[config.mk]
export PLATFORM = sky130hd
export DESIGN_NAME = pipe_decoder
export DESIGN_NICKNAME = d
export VERILOG_FILES = /design/src/rtl/pipe_decoder.sv
export SDC_FILE = /design/constraint.sdc
export NUM_CORES = 1
export LEC_CHECK = 0
export BUFFER_PORTS_ARGS = -buffer_cell sky130_fd_sc_hd__buf_2
export CORE_ASPECT_RATIO = 0.5
export CORE_MARGIN = 2
export CORE_UTILIZATION = 31
export DETAILED_ROUTE_END_ITERATION = 10
export GPL_ROUTABILITY_DRIVEN = 0
export PLACE_DENSITY_LB_ADDON = 0.05
export SLEW_MARGIN = 5
export SYNTH_ARGS = -nofsm -noshare
export SYNTH_HDL_FRONTEND = slang
export SYNTH_SLANG_ARGS = --single-unit
[constraint.sdc]
create_clock -name clk -period 8.8 [get_ports clk]
set_input_delay 2.2 -clock clk [delete_from_list [all_inputs] [get_ports clk]]
set_output_delay 2.2 -clock clk [all_outputs]
set_load 0.005 [all_outputs]
[src/rtl/pipe_decoder.sv]
// Registered MIPS instruction-decode stage with a 2-entry skid buffer.
// Fields, extended immediate and branch/jump targets are computed on entry and held in M/S.
module pipe_decoder #(
    parameter int PC_WIDTH   = 32,
    parameter bit ZEXT_LOGIC = 1'b1,
    parameter int CNT_WIDTH  = 32
) (
    input  logic                 clk,
    input  logic                 rst,
    input  logic                 in_valid,
    output logic                 in_ready,
    input  logic [31:0]          in_inst,
    input  logic [PC_WIDTH-1:0]  in_pc,
    input  logic                 flush,
    output logic                 out_valid,
    input  logic                 out_ready,
    output logic [5:0]           out_opcode,
    output logic [4:0]           out_rs,
    output logic [4:0]           out_rt,
    output logic [4:0]           out_rd,
    output logic [4:0]           out_shamt,
    output logic [5:0]           out_funct,
    output logic [15:0]          out_imm16,
    output logic [25:0]          out_imm26,
    output logic [31:0]          out_imm_ext,
    output logic [PC_WIDTH-1:0]  out_pc,
    output logic [PC_WIDTH-1:0]  out_br_target,
    output logic [PC_WIDTH-1:0]  out_j_target,
    output logic [CNT_WIDTH-1:0] dec_count
);

    typedef struct packed {
        logic [31:0]         inst;
        logic [PC_WIDTH-1:0] pc;
        logic [31:0]         imm_ext;
        logic [PC_WIDTH-1:0] br_target;
        logic [PC_WIDTH-1:0] j_target;
    } entry_t;

    entry_t               m, s, dec;
    logic                 m_valid, s_valid;
    logic [CNT_WIDTH-1:0] count;
    logic                 accept, fire, is_logical;
    logic [15:0]          imm;
    logic [31:0]          sext;
    logic [PC_WIDTH-1:0]  pc4;

    always_comb begin
        imm        = in_inst[15:0];
        sext       = {{16{imm[15]}}, imm};
        is_logical = in_inst[31:26] inside {6'h0C, 6'h0D, 6'h0E};
        pc4        = in_pc + PC_WIDTH'(4);

        dec.inst      = in_inst;
        dec.pc        = in_pc;
        dec.imm_ext   = (ZEXT_LOGIC && is_logical) ? {16'h0000, imm} : sext;
        dec.br_target = pc4 + PC_WIDTH'({sext[29:0], 2'b00});
        // Jump keeps the region bits of pc+4; the mask is all-ones below bit 28.
        dec.j_target  = (pc4 & ~PC_WIDTH'(32'h0FFF_FFFF)) | PC_WIDTH'({in_inst[25:0], 2'b00});
    end

    // in_ready comes only from the skid flag (and reset), never from out_ready.
    assign in_ready  = !s_valid && !rst;
    assign out_valid = m_valid;
    assign accept    = in_valid && in_ready;
    assign fire      = m_valid && out_ready;

    always_ff @(posedge clk) begin
        // NOTE: state is updated with non-blocking assignments so every register sees pre-edge values.
        if (rst) begin
            m_valid <= 1'b0;
            s_valid <= 1'b0;
            // NOTE: data registers are reset too, because outputs must read zero after reset.
            m       <= '0;
            s       <= '0;
            count   <= '0;
        end else if (flush) begin
            m_valid <= 1'b0;
            s_valid <= 1'b0;
        end else begin
            if (fire)
                count <= count + CNT_WIDTH'(1);
            if (!s_valid) begin
                if (accept && (!m_valid || fire)) begin
                    m       <= dec;
                    m_valid <= 1'b1;
                end else if (accept) begin
                    s       <= dec;
                    s_valid <= 1'b1;
                end else if (fire) begin
                    m_valid <= 1'b0;
                end
            end else if (fire) begin
                m       <= s;
                s_valid <= 1'b0;
            end
        end
    end

    assign out_opcode    = m.inst[31:26];
    assign out_rs        = m.inst[25:21];
    assign out_rt        = m.inst[20:16];
    assign out_rd        = m.inst[15:11];
    assign out_shamt     = m.inst[10:6];
    assign out_funct     = m.inst[5:0];
    assign out_imm16     = m.inst[15:0];
    assign out_imm26     = m.inst[25:0];
    assign out_imm_ext   = m.imm_ext;
    assign out_pc        = m.pc;
    assign out_br_target = m.br_target;
    assign out_j_target  = m.j_target;
    assign dec_count     = count;

endmodule

# ---- Word-level counts from Yosys, hierarchy flattened
# Index checks and enable logic that the tools add are counted.
dict set report totals {
  elab_cells 52
  reg_bits 354
}
dict set report op_classes {
  n_addsub 3
  n_reduce_logical 16
  eq_ne 5
  n_mux 11
  bitwise_logic 4
}
# cell n
set op_table {}
lappend op_table {{2-to-1 mux 160 bit} 3}
lappend op_table {{adder 32 x 1 -> 32 bit, second input constant} 1}
lappend op_table {{adder 32 x 3 -> 32 bit, second input constant} 1}
lappend op_table {{adder 32 bit} 1}
lappend op_table {{2-to-1 mux 32 bit} 1}
lappend op_table {{bitwise OR 32 x 28 -> 32 bit} 1}
lappend op_table {{equality test 6 x 4 -> 1 bit, second input constant} 3}
lappend op_table {{2-to-1 mux 1 bit} 7}
lappend op_table {{AND reduction 3 bit} 2}
lappend op_table {{logical AND 1 bit} 4}
lappend op_table {{inequality test 2 x 1 -> 1 bit, second input constant} 2}
lappend op_table {{AND reduction 4 bit} 1}
lappend op_table {{nonzero test 2 bit} 2}
lappend op_table {{zero test 1 bit} 3}
lappend op_table {{NOT 1 bit} 3}
lappend op_table {{nonzero test 3 bit} 1}
lappend op_table {{AND reduction 2 bit} 1}
lappend op_table {{OR reduction 2 bit} 1}
lappend op_table {{logical OR 1 bit} 1}

# ---- Depth between registers and ports, before layout
dict set report depth {
  word_depth 6
  depth_mapped 16
}

# ---- Least setup slack after synthesis
# OpenSTA, ideal clock, no wires.
dict set report synth_timing {
  path_type {input to register}
  startpoint {input port in_pc[5]}
  endpoint {register m (netlist bit out_br_target[28])}
  stages 16
  path_slack_ns 3.561
  t_required_ns 8.666
  arrival_time_ns 5.105
  path_cell_list {buf_2 nand4_1 or3b_1 nor2_1 nand4_1 xnor2_1 ha_1 clkbuf_1 a21o_1 or2_1 a21o_1 a221oi_1 inv_1 a41oi_1 xor2_1 o22ai_1}
}
dict set report synth_via {
  elab_chain_cells 4
}
# item line_no
set synth_rtl {}
lappend synth_rtl {{from (decl)} 13} ;# input logic [PC_WIDTH-1:0] in_pc,
lappend synth_rtl {{adder 32 x 3 -> 32 bit} 52} ;# pc4 = in_pc + PC_WIDTH'(4);
lappend synth_rtl {{adder 32 bit} 57} ;# dec.br_target = pc4 + PC_WIDTH'({sext[29:0], 2'b00});
lappend synth_rtl {{2-to-1 mux 160 bit} 84} ;# if (accept && (!m_valid || fire)) begin
lappend synth_rtl {{2-to-1 mux 160 bit} 83} ;# if (!s_valid) begin
lappend synth_rtl {{to (signal assigned)} 94} ;# m <= s;
lappend synth_rtl {{to (decl)} 40} ;# entry_t m, s, dec;
# No other way between the ends. The select of a mux whose other input is x is not followed.
# A chain may end at the register's enable or synchronous reset.

# ---- Worst setup path in the final report
dict set report layout_timing {
  startpoint {input port rst}
  endpoint {output port in_ready}
}
dict set report layout_via {
  elab_chain_cells 2
}
# item line_no
set layout_rtl {}
lappend layout_rtl {{from (decl)} 9} ;# input logic rst,
lappend layout_rtl {{zero test 1 bit} 63} ;# assign in_ready = !s_valid && !rst;
lappend layout_rtl {{logical AND 1 bit} 63}
lappend layout_rtl {{to (decl)} 11} ;# output logic in_ready,
# No other way between the ends.

==> reports/metrics.csv <==
stage,metric,value,unit
status,status,"finished, final reports clean",
layout,Synth-to-Final Area Change,16.2,%
timing,slew at the pin closest to its max-slew limit,1020,ps
critical_path,slowest stage cell on the critical path,buf_6,
timing,final hold vios,0,
grt,grt total ovfl,0,
route,vias per cell,4.87,
timing,unrepaired setup endpoints after global routing,no,
clocking,Root Driver,clkbuf_16,
layout,Ant. Diodes,0,
clocking,TritonCTS clock tree,yes,
logic_synthesis,Mean Syn Cell Area,8.21,um2
die,die height,144,um
grt,initial antenna violation count,4,
clocking,cts hold-fix bufs,0,
clocking,cts repair resizes,0,
layout,register area,4650,um2
route,initial DRC count,468,
flow_run,Max-Cap Viols,0,
timing,maximum clock frequency,189,MHz
timing,Tcrit/Tclk final,60.0,%
critical_path,crit-path max cell delay,570,ps
clocking,Clock Sinks,232,
layout,share of layout cells above drive strength 1,22.2,%
layout,area of the multi-input gates,6300,um2
clocking,Post-CTS Setup Bufs,0,
logic_synthesis,Syn Inst Count,1470,
clocking,clock tree buffer depth,3,
critical_path,"Critical Path, Cell by Cell","buf_6, nor2_1, buf_2",
critical_path,Startpoint Class,input pin,
logic_synthesis,synth warn,0,
logic_synthesis,number of synthesized register bits,232,
layout,fin nets,1721,
critical_path,Critical Path End Type,output port,
placement,port buffer count,302,
die,Die W,283,um
critical_path,Worst EP arrival,3080,ps
logic_synthesis,Post-synth EDFFs,0,
grt,GR Util All Layers,17.4,%
die,CORE AREA,38700,um2
route,Post-DRT Antenna Nets,0,
critical_path,CP Data Required Time,6600,ps
placement,DP Area,13200,um2
worst_hold_path,worst hold path type,reg -> reg,
power,P per Cell Area,180,nW/um2
route,Residual DRC,0,
grt,vias in the first global route,9928,
clocking,CTS clock-pin slew for the worst setup and hold paths,60,ps
layout,fillcell total,4109,
critical_path,CP bufs+invs,2,
logic_synthesis,ys async rst share,0,%
route,TritonRoute pass-1 iters,5,
logic_synthesis,Mapped Area,12100,um2
power,leakage,0.00573,uW
die,Top Ports,305,
route,routed vias,10500,
layout,post-route cell area,14000,um2
timing,Layout Skew,11.1,ps
layout,"most common cell after layout, fill and taps aside",buf_2,
route,WL/cell,17.1,um
logic_synthesis,ys flop type,dfxtp_1,
timing,Slew Limit Fails,0,
die,Die Area,40600,um2
clocking,CTS buffer count,25,
power,peak supply drop,0.0938,mV
route,Routed WL,36900,um
critical_path,Setup CP Type,in -> out,
timing,Rel. slew slack,32.0,%
critical_path,"critical path fanouts, max",108,
grt,first-pass GRT wire length,56400,um
timing,setup violators final,0,
grt,largest net degree at the start of global routing,175,
clocking,Clock H-tree levels,1,
critical_path,family with the most delay on the worst path,buffers and inverters,
logic_synthesis,"Distinct cells, synth",61,
timing,TNS Setup,0,ps
layout,most frequent cells in the layout,"301 x buf_2, 232 x nand2_1, 231 x dfxtp_1, 165 x nor2_1, 120 x a21oi_1",
die,Starting Density,31.2,%
clocking,Worst-Skew Late Latency,550,ps
die,row count,51,
timing,Final min period,5280,ps
placement,placed wire-length estimate,25500,um
logic_synthesis,register area share after synthesis,38.5,%
-- synthesized netlist by cell type, types with 3 or more instances --
cell type,instances,area share (%)
nor2b_1,5,0.26
buf_4,103,6.4
nand3_1,27,1.1
o211ai_1,16,0.99
mux2i_1,73,6.1
a22oi_1,7,0.44
a211oi_1,81,5.0
a31oi_1,4,0.21
clkbuf_1,80,2.5
nand2_1,232,7.2
a21o_1,19,1.2
nor3_1,16,0.66
or3_1,3,0.16
nand4_1,28,1.5
nor2_1,165,5.1
inv_1,9,0.28
a311oi_1,4,0.29
nand3b_1,8,0.50
nand2b_1,6,0.31
ha_1,38,3.9
o21ai_0,17,0.70
a21oi_1,120,5.0
o21bai_1,3,0.19
nand4b_1,3,0.22
o21a_1,4,0.25
and4_1,7,0.51
o22ai_1,4,0.21
buf_1,8,0.25
o21ai_1,8,0.33
xnor2_1,51,3.7
and2_1,8,0.41
dfxtp_1,232,38
and3_1,10,0.52
xor2_1,35,2.5
a221oi_1,3,0.22
-- registers in the layout (all words and copies together), names as in the netlist, 4 cells and up --
signal	count
dec_count	32
out_opcode	6
out_pc	32
out_j_target	4
s	99
out_imm26	10
out_imm16	10
out_funct	6
out_br_target	30
-- cell families after synthesis --
logic type | Yosys count | share of synthesized area, %
AND/OR/NAND/NOR | 533 | 19.5
AO/OA/AOI/OAI | 303 | 16.0
flip-flops | 232 | 38.5
buffers and inverters | 203 | 9.60
XOR/XNOR | 86 | 6.24
multiplexers | 73 | 6.05
adder cells (fa/ha/maj) | 39 | 4.10
other | 1 | 0.0311
-- tightest hold or removal path: stages, from the launching register on --
cell and delay [ps]:
dfxtp_1 310, nand2_1 50, a21oi_1 50
-- cell type report --
| cell class | instances | share of cell area [%] |
|---|---|---|
| clock buffer | 34 | 5.06 |
| clock inverter | 12 | 0.687 |
| inverter | 9 | 0.241 |
| multi-input combinational | 1036 | 44.9 |
| sequential | 232 | 33.1 |
| tap | 530 | 4.73 |
| timing repair buffer | 309 | 11.3 |
-- power breakdown --
group          internal (uW)  switching (uW)  leakage, uW
Clock                    595             469     0.000395
Sequential              1080            20.9      0.00188
Combinational            142             217      0.00345
-- through the flow --
step	power, uW	cells	setup slack (ps)	hold slack, ps	utilization [%]
after floorplan	1370	1471	3560	436	-
after global placement	1480	2116	3060	441	34.2
after detailed placement	1490	2116	3030	445	34.2
after CTS	2570	2162	3450	455	36.3
after global routing	2650	2162	3200	468	36.3
final	2520	2162	3520	453	36.3
-- worst paths after layout --
check,start,slack (ps),endpoint,cells past startpoint
worst max register to register,s_valid,5900,out_imm_ext[30],6
worst max-delay path,rst,3520,in_ready,3
worst min register to register,s[138],450,s[138],2
worst min-delay path,s[138],450,s[138],2
-- metal layers --
metal | share of wire [%] | GRT usage, % | vias to the layer above
met3 | 4.5 | 3.75 | 53
met1 | 47 | 23.1 | 4987
li1 | - | - | 5273
met5 | 0 | 0 | -
met2 | 46 | 28.7 | 211
met4 | 2.6 | 4.68 | 0
Note: power is estimated with default switching activity, not from simulation.
